===== src/rtl/mem_access_ctrl_if.sv =====
// Request, response and data-memory port bundle for the load/store controller.
// slave = controller side, master = CPU/memory environment side.
interface mem_access_ctrl_if #(
  parameter int unsigned BITS = 32
);
  logic            req_valid;
  logic            req_ready;
  logic            req_we;
  logic [1:0]      req_size;
  logic            req_signed;
  logic [31:0]     req_addr;
  logic [BITS-1:0] req_wdata;

  logic            resp_valid;
  logic            resp_ready;
  logic [BITS-1:0] resp_rdata;
  logic            resp_err;

  logic            mem_rw_;
  logic [31:0]     mem_addr;
  logic [BITS-1:0] mem_wdata;
  logic [3:0]      mem_byte_en;
  logic [BITS-1:0] mem_rdata;

  modport slave (
    input  req_valid, req_we, req_size, req_signed, req_addr, req_wdata,
    input  resp_ready, mem_rdata,
    output req_ready, resp_valid, resp_rdata, resp_err,
    output mem_rw_, mem_addr, mem_wdata, mem_byte_en
  );

  modport master (
    output req_valid, req_we, req_size, req_signed, req_addr, req_wdata,
    output resp_ready, mem_rdata,
    input  req_ready, resp_valid, resp_rdata, resp_err,
    input  mem_rw_, mem_addr, mem_wdata, mem_byte_en
  );
endinterface


===== src/rtl/mem_access_ctrl.sv =====
// Single-outstanding load/store controller: legal request -> response 2 cycles after accept, error -> 1 cycle.
// Response is held until resp_ready; req_ready is low outside IDLE, so requests stall while a response waits.
`ifndef MEM_NUM_BITS_DEF
`define MEM_NUM_BITS_DEF 32
`endif
`ifndef MEM_NUM_WORDS_DEF
`define MEM_NUM_WORDS_DEF 1024
`endif
`ifndef MEM_BASE_ADDR_DEF
`define MEM_BASE_ADDR_DEF 32'h0000_0000
`endif

module mem_access_ctrl #(
  parameter int unsigned BITS      = `MEM_NUM_BITS_DEF,
  parameter int unsigned WORDS     = `MEM_NUM_WORDS_DEF,
  parameter logic [31:0] BASE_ADDR = `MEM_BASE_ADDR_DEF
) (
  input logic              clk,
  input logic              rst,
  mem_access_ctrl_if.slave bus
);

  localparam logic [1:0] S_IDLE   = 2'd0;
  localparam logic [1:0] S_ACCESS = 2'd1;
  localparam logic [1:0] S_RESP   = 2'd2;

  localparam logic [1:0] SZ_BYTE = 2'b00;
  localparam logic [1:0] SZ_HALF = 2'b01;
  localparam logic [1:0] SZ_WORD = 2'b10;

  typedef struct packed {
    logic            we;
    logic [1:0]      size;
    logic            sgn;
    logic [31:0]     addr;
    logic [BITS-1:0] wdata;
  } req_t;

  logic [1:0]      state;
  req_t            lat;
  logic [BITS-1:0] rdata_q;
  logic            err_q;

  logic [32:0]     addr_ext;
  logic [32:0]     lo_bound;
  logic [32:0]     hi_bound;
  logic            legal;
  logic [3:0]      be_dec;
  logic [BITS-1:0] load_ext;

  // 33-bit bounds so BASE_ADDR+WORDS cannot wrap past 2^32.
  assign addr_ext = {1'b0, bus.req_addr};
  assign lo_bound = {1'b0, BASE_ADDR};
  assign hi_bound = lo_bound + 33'(WORDS);
  assign legal    = (bus.req_size != 2'b11) && (addr_ext >= lo_bound) && (addr_ext < hi_bound);

  always_comb begin
    be_dec   = 4'b0000;
    load_ext = bus.mem_rdata;
    case (lat.size)
      SZ_BYTE: begin
        be_dec   = 4'b0001;
        load_ext = {{(BITS-8){lat.sgn & bus.mem_rdata[7]}}, bus.mem_rdata[7:0]};
      end
      SZ_HALF: begin
        be_dec   = 4'b0011;
        load_ext = {{(BITS-16){lat.sgn & bus.mem_rdata[15]}}, bus.mem_rdata[15:0]};
      end
      SZ_WORD: be_dec = 4'b1111;
      default: be_dec = 4'b0000;
    endcase
  end

  always_ff @(posedge clk) begin
    if (rst) begin
      state   <= S_IDLE;
      lat     <= '0;
      rdata_q <= '0;
      err_q   <= 1'b0;
    end else begin
      case (state)
        S_IDLE: begin
          if (bus.req_valid) begin
            lat.we    <= bus.req_we;
            lat.size  <= bus.req_size;
            lat.sgn   <= bus.req_signed;
            lat.addr  <= bus.req_addr;
            lat.wdata <= bus.req_wdata;
            if (legal) begin
              state <= S_ACCESS;
            end else begin
              state   <= S_RESP;
              err_q   <= 1'b1;
              rdata_q <= '0;
            end
          end
        end
        S_ACCESS: begin
          err_q   <= 1'b0;
          rdata_q <= lat.we ? '0 : load_ext;
          state   <= S_RESP;
        end
        S_RESP: begin
          if (bus.resp_ready) state <= S_IDLE;
        end
        default: state <= S_IDLE;
      endcase
    end
  end

  assign bus.req_ready   = (state == S_IDLE);
  assign bus.resp_valid  = (state == S_RESP);
  assign bus.resp_rdata  = rdata_q;
  assign bus.resp_err    = err_q;
  assign bus.mem_addr    = lat.addr;
  assign bus.mem_wdata   = lat.wdata;
  assign bus.mem_byte_en = (state == S_ACCESS) ? be_dec : 4'b0000;
  // A reset cycle must never present a write strobe to memory.
  assign bus.mem_rw_     = rst | ~((state == S_ACCESS) & lat.we);

endmodule


===== src/flat_wrapper.sv =====
// flat-port wrapper written by rule: the top's interface ports become plain ports
module mem_access_ctrl_flat 
#(
  parameter int unsigned BITS      = `MEM_NUM_BITS_DEF,
  parameter int unsigned WORDS     = `MEM_NUM_WORDS_DEF,
  parameter logic [31:0] BASE_ADDR = `MEM_BASE_ADDR_DEF
)
  (clk, rst, bus_req_valid, bus_req_we, bus_req_size, bus_req_signed, bus_req_addr, bus_req_wdata, bus_resp_ready, bus_mem_rdata, bus_req_ready, bus_resp_valid, bus_resp_rdata, bus_resp_err, bus_mem_rw_, bus_mem_addr, bus_mem_wdata, bus_mem_byte_en);
  mem_access_ctrl_if #(.BITS(BITS)) bus_i ();
  input logic clk;
  input logic rst;
  input wire logic [$bits(bus_i.req_valid)-1:0] bus_req_valid;
  input wire logic [$bits(bus_i.req_we)-1:0] bus_req_we;
  input wire logic [$bits(bus_i.req_size)-1:0] bus_req_size;
  input wire logic [$bits(bus_i.req_signed)-1:0] bus_req_signed;
  input wire logic [$bits(bus_i.req_addr)-1:0] bus_req_addr;
  input wire logic [$bits(bus_i.req_wdata)-1:0] bus_req_wdata;
  input wire logic [$bits(bus_i.resp_ready)-1:0] bus_resp_ready;
  input wire logic [$bits(bus_i.mem_rdata)-1:0] bus_mem_rdata;
  output wire logic [$bits(bus_i.req_ready)-1:0] bus_req_ready;
  output wire logic [$bits(bus_i.resp_valid)-1:0] bus_resp_valid;
  output wire logic [$bits(bus_i.resp_rdata)-1:0] bus_resp_rdata;
  output wire logic [$bits(bus_i.resp_err)-1:0] bus_resp_err;
  output wire logic [$bits(bus_i.mem_rw_)-1:0] bus_mem_rw_;
  output wire logic [$bits(bus_i.mem_addr)-1:0] bus_mem_addr;
  output wire logic [$bits(bus_i.mem_wdata)-1:0] bus_mem_wdata;
  output wire logic [$bits(bus_i.mem_byte_en)-1:0] bus_mem_byte_en;
  assign bus_i.req_valid = bus_req_valid;
  assign bus_i.req_we = bus_req_we;
  assign bus_i.req_size = bus_req_size;
  assign bus_i.req_signed = bus_req_signed;
  assign bus_i.req_addr = bus_req_addr;
  assign bus_i.req_wdata = bus_req_wdata;
  assign bus_i.resp_ready = bus_resp_ready;
  assign bus_i.mem_rdata = bus_mem_rdata;
  assign bus_req_ready = bus_i.req_ready;
  assign bus_resp_valid = bus_i.resp_valid;
  assign bus_resp_rdata = bus_i.resp_rdata;
  assign bus_resp_err = bus_i.resp_err;
  assign bus_mem_rw_ = bus_i.mem_rw_;
  assign bus_mem_addr = bus_i.mem_addr;
  assign bus_mem_wdata = bus_i.mem_wdata;
  assign bus_mem_byte_en = bus_i.mem_byte_en;
  mem_access_ctrl #(.BITS(BITS), .WORDS(WORDS), .BASE_ADDR(BASE_ADDR)) u_core (.clk(clk), .rst(rst), .bus(bus_i));
endmodule

===== config.mk =====
export PLATFORM = sky130hd
export DESIGN_NAME = mem_access_ctrl_flat
export DESIGN_NICKNAME = d
export VERILOG_FILES = /design/src/rtl/mem_access_ctrl_if.sv /design/src/rtl/mem_access_ctrl.sv /design/src/flat_wrapper.sv
export SDC_FILE = /design/constraint.sdc
export NUM_CORES = 1
export LEC_CHECK = 0
export ABC_AREA = 1
export CORE_MARGIN = 4
export CORE_UTILIZATION = 28
export DETAILED_ROUTE_END_ITERATION = 6
export SLEW_MARGIN = 20
export SYNTH_ARGS = -nofsm -noshare
export SYNTH_HDL_FRONTEND = slang
export SYNTH_SLANG_ARGS = --single-unit

===== constraint.sdc =====
create_clock -name clk -period 3.71 [get_ports clk]
set_clock_uncertainty 0.05 [all_clocks]
set_input_delay 0.742 -clock clk [delete_from_list [all_inputs] [get_ports clk]]
set_output_delay 0.742 -clock clk [all_outputs]
set_load 0.02 [all_outputs]

Word level (Yosys, flattened, before mapping):

Index checks and enable logic that the tools add are counted.

* word-level logic and storage cells: 45
* register bits: 103
* output and inout port bits: 104
* bits of input ports: 104

* equal/unequal tests: 8
* bitwise operators: 5
* muxes and demuxes: 14
* magnitude comparators: 2
* reduce and logical (&&, ||, !) cells: 8

Operator list (number)
* case mux 32 bit (2 select lines): 2
* two-way mux 32 bit: 3
* greater-or-equal comparator 32 x 1 -> 1 bit, second input constant: 1
* < comparator 32 x 11 -> 1 bit, second input constant: 1
* case mux 4 bit (3 select lines): 1
* != test 2 bit, second input constant: 4
* two-way mux 2 bit: 3
* case mux 2 bit (3 select lines): 1
* equality test 2 x 1 -> 1 bit, second input constant: 2
* equality test 2 bit, second input constant: 2
* zero test 2 bit: 2
* two-way mux 4 bit: 1
* AND reduction 2 bit: 2
* bitwise AND 1 bit: 3
* AND reduction 3 bit: 1
* logical AND 1 bit: 2
* two-way mux 1 bit: 2
* case mux 1 bit (2 select lines): 1
* nonzero test 2 bit: 1
* NOT 1 bit: 1
* OR 1 bit: 1

Depth between registers and ports, before layout:

* word-level depth: 6
* depth in mapped cells: 11
* mapped depth without buffers: 9

Worst setup path before layout:

No wires, ideal clock.

* path type: input to output
* start point: input port rst
* end point: output port bus_mem_rw_
* stages on the path: 4
* slack: 1.287 ns
* path buffers: 2
* data required time: 2.918 ns
* arrival: 1.631 ns
* cell sequence: inv_1 clkbuf_1 clkbuf_1 nand4_1

* cells in the longest elaborated chain, start to end: 1

Ends and longest elaborated chain
* start, declared: RTL line flat_wrapper.sv:11 `input logic rst;`
* OR 1 bit: RTL line mem_access_ctrl.sv:119 `assign bus.mem_rw_ = rst | ~((state == S_ACCESS) & lat.we);`
* end, declared: RTL line flat_wrapper.sv:24 `output wire logic [$bits(bus_i.mem_rw_)-1:0] bus_mem_rw_;`

Every way passes these cells.

Worst setup path in the final report:

Ends and elaborated chain as after synthesis.

==> results.py <==
metrics = {
    "status": {
        "outcome": "completed",
    },
    "placement": {
        "placed_cells": 1013,
        "dp_hpwl_mm": 10.3,
        "numPortBuffers": 207,
        "gp_congestion": 0.756,
        "place_area_um2": 6570,
    },
    "clock_tree": {
        "cts_repair_resize_count": 0,
        "cts_max_path_buffers": 2,
        "htree_levels": 3,
        "cts-buffers-inserted": 9,
        "clkTransAtPathRegs_ps": 70,
        "insertion_delay_ps": 340,
        "cts-root-buf": "clkbuf_16",
        "cts_tree": "done",
        "ctsHoldBuffers": 0,
        "numClockSinks": 103,
        "post-cts-setup-buffers": 0,
    },
    "route": {
        "firstDrtPassIters": 4,
        "wl_mm": 14.5,
        "drt-wirelength-per-cell_um": 14.0,
        "vias_per_cell": 4.27,
        "dr_total_vias": 4403,
        "drtIter0Drc": 236,
        "drc_errors": 0,
        "ant_nets": 0,
    },
    "finish": {
        "fin_cells": 1030,
        "fill_cells": 1787,
        "stdcell_area_um2": 6870,
        "drive_above_1_share_pct": 5.07,
        "fin_nets": 912,
        "syn_to_final_growth_pct": 40.9,
        "mostFrequentLayoutCells": "nor2_1, clkdlybuf4s50_1, dfxtp_1",
        "final_common_cell": "nor2_1",
    },
    "setup_path": {
        "path_common_cell": "clkdlybuf4s50_1",
        "end_kind": "output pin",
        "cpPeakStageDelay_ps": 660,
        "start_kind": "input pin",
        "cp.arrival_ps": 2050,
        "path_buf_inv": 3,
        "path_class": "input pin to output pin",
        "path_cells": "clkdlybuf4s50_1 > inv_2 > nand4_1 > clkdlybuf4s50_1",
        "crit_slowest_cell": "clkdlybuf4s50_1",
        "crit_required_ps": 2920,
        "ff2ff_setup_slack_ps": 1630,
        "critPathTopFamily": "buffers and inverters",
        "path_max_fanout": 3,
    },
    "sta": {
        "min_period_over_period_pct": 76.6,
        "timing.fmax_ghz": 0.352,
        "hold_viol": 0,
        "holdWs_ps": 432,
        "relSlewSlack_pct": 33.7,
        "fin_crit_ps": 2840,
        "setup_violations": 0,
        "worst_pin_slew_ps": 995,
        "grt_setup_unrepaired": "no",
        "finalMaxSlewViolations": 0,
        "finalSetupTns_ps": 0,
    },
    "global_route": {
        "grt_util_all_layers_pct": 14.4,
        "grt_pass1_vias": 4098,
        "grt_overflow": 0,
        "grt_pass1_wl_mm": 22.6,
        "grt_max_degree": 103,
        "antenna_found_initial": 1,
    },
    "die": {
        "die-area_um2": 19600,
        "die_w_um": 140,
        "initial_core_util_pct": 29.0,
        "num_rows": 47,
        "core-area_um2": 16800,
        "fp.dieH_um": 140,
        "pin_count": 208,
    },
    "power": {
        "leakage_nw": 2.79,
        "ir_drop_uv": 199,
        "p_per_area_nw_per_um2": 415,
    },
    "synthesis": {
        "synth-seq-cells": 103,
        "seq_area_frac_synth_pct": 42.3,
        "synth_cells": 684,
        "synth_area_um2": 4870,
        "avgSynthCellArea_um2": 7.12,
        "yosysWarnings": 0,
        "synth_cell_types": 27,
        "synth_nets": 792,
    },
    "worst_hold_path": {
        "hold_class": "register to register",
    },
    "job": {
        "cap_violations": 0,
    },
}
## logic make-up (layout without fill, tap and decap cells)
kind of cell             count (synthesis)  in the layout  share of synthesized area [%]
AO/OA/AOI/OAI                          104            104                           11.2
flip-flops                             103            103                           42.3
buffers and inverters                  147            272                           17.8
AND/OR/NAND/NOR                        326            326                           27.7
adder cells (fa/ha/maj)                  4              4                           1.03
other                                    0              1                              0
## area by class of cell
cell class              count  area (um2)  share of cell area, %
diodes                      1        2.50                 0.0364
clock buffers               9         225                   3.28
clock inverters             7        73.8                   1.08
inverters                  45         169                   2.46
multi-input cells         434        1940                   28.3
flip-flops and latches    103        2060                   30.0
well taps                 220         275                   4.01
repair buffers            211        2110                   30.8
## cell usage after synthesis, drive strengths merged
library cell    n  area (um2)
a21oi          10        61.3
buf            84         629
clkbuf         18        67.6
dfxtp         103        2060
ha              4        50.1
inv            45         169
nand2          48         203
nand3          37         195
nand4           2        18.8
nor2          237         923
nor3            2        10.0
o211ai          4        30.0
o21ai          89         445
o21bai          1        7.51
## metrics by stage
| step | power (mW) | util [%] | setup slack [ps] |
|---|---|---|---|
| 5_1_grt | 3.00 | 40.8 | 755 |
| 3_5_place_dp | 1.92 | 39.0 | 875 |
| 4_1_cts | 2.90 | 40.8 | 868 |
| 3_3_place_gp | 1.92 | 39.0 | 870 |
| 2_1_floorplan | 1.67 | - | 1290 |
| 6_report | 2.85 | 40.8 | 869 |
## layer usage
metal | routed length, um | vias to the layer above | part of all wire, % | track usage [%]
met5 | 0 | - | 0 | 0
met3 | 991 | 18 | 6.9 | 4.06
met2 | 6670 | 141 | 46 | 23.1
li1 | - | 2318 | - | -
met4 | 332 | 0 | 2.3 | 5.51
met1 | 6460 | 1926 | 45 | 18.4
## worst min-delay path: stages (launching register included)
cell	delay, ps
dfxtp_1	320
nor2_1	50
nor2_1	80
## power by group
| part | total [mW] | leakage [nW] | internal (mW) | switching (mW) |
|---|---|---|---|---|
| logic | 0.656 | 1.80 | 0.315 | 0.341 |
| clock network | 0.960 | 0.134 | 0.523 | 0.436 |
| registers | 1.24 | 0.853 | 1.19 | 0.0445 |
## sequential cells by signal (all words and copies together) (netlist names)
signal and count:
u_core.bus.resp_rdata 32, u_core.bus.mem_wdata 32, u_core.bus.resp_err 1, u_core.bus.mem_addr 32, u_core.lat 4, u_core.state 2
## worst paths after layout
path / start / cells after the start / to
setup / recovery: rst / 4 / bus_mem_rw_
hold reg to reg: u_core.bus.mem_wdata[11] / 2 / u_core.bus.mem_wdata[11]
hold / removal: u_core.bus.mem_wdata[11] / 2 / u_core.bus.mem_wdata[11]
setup reg to reg: u_core.lat[66] / 9 / u_core.bus.resp_rdata[29]
No activity file was read; power rests on OpenSTA's default activity.
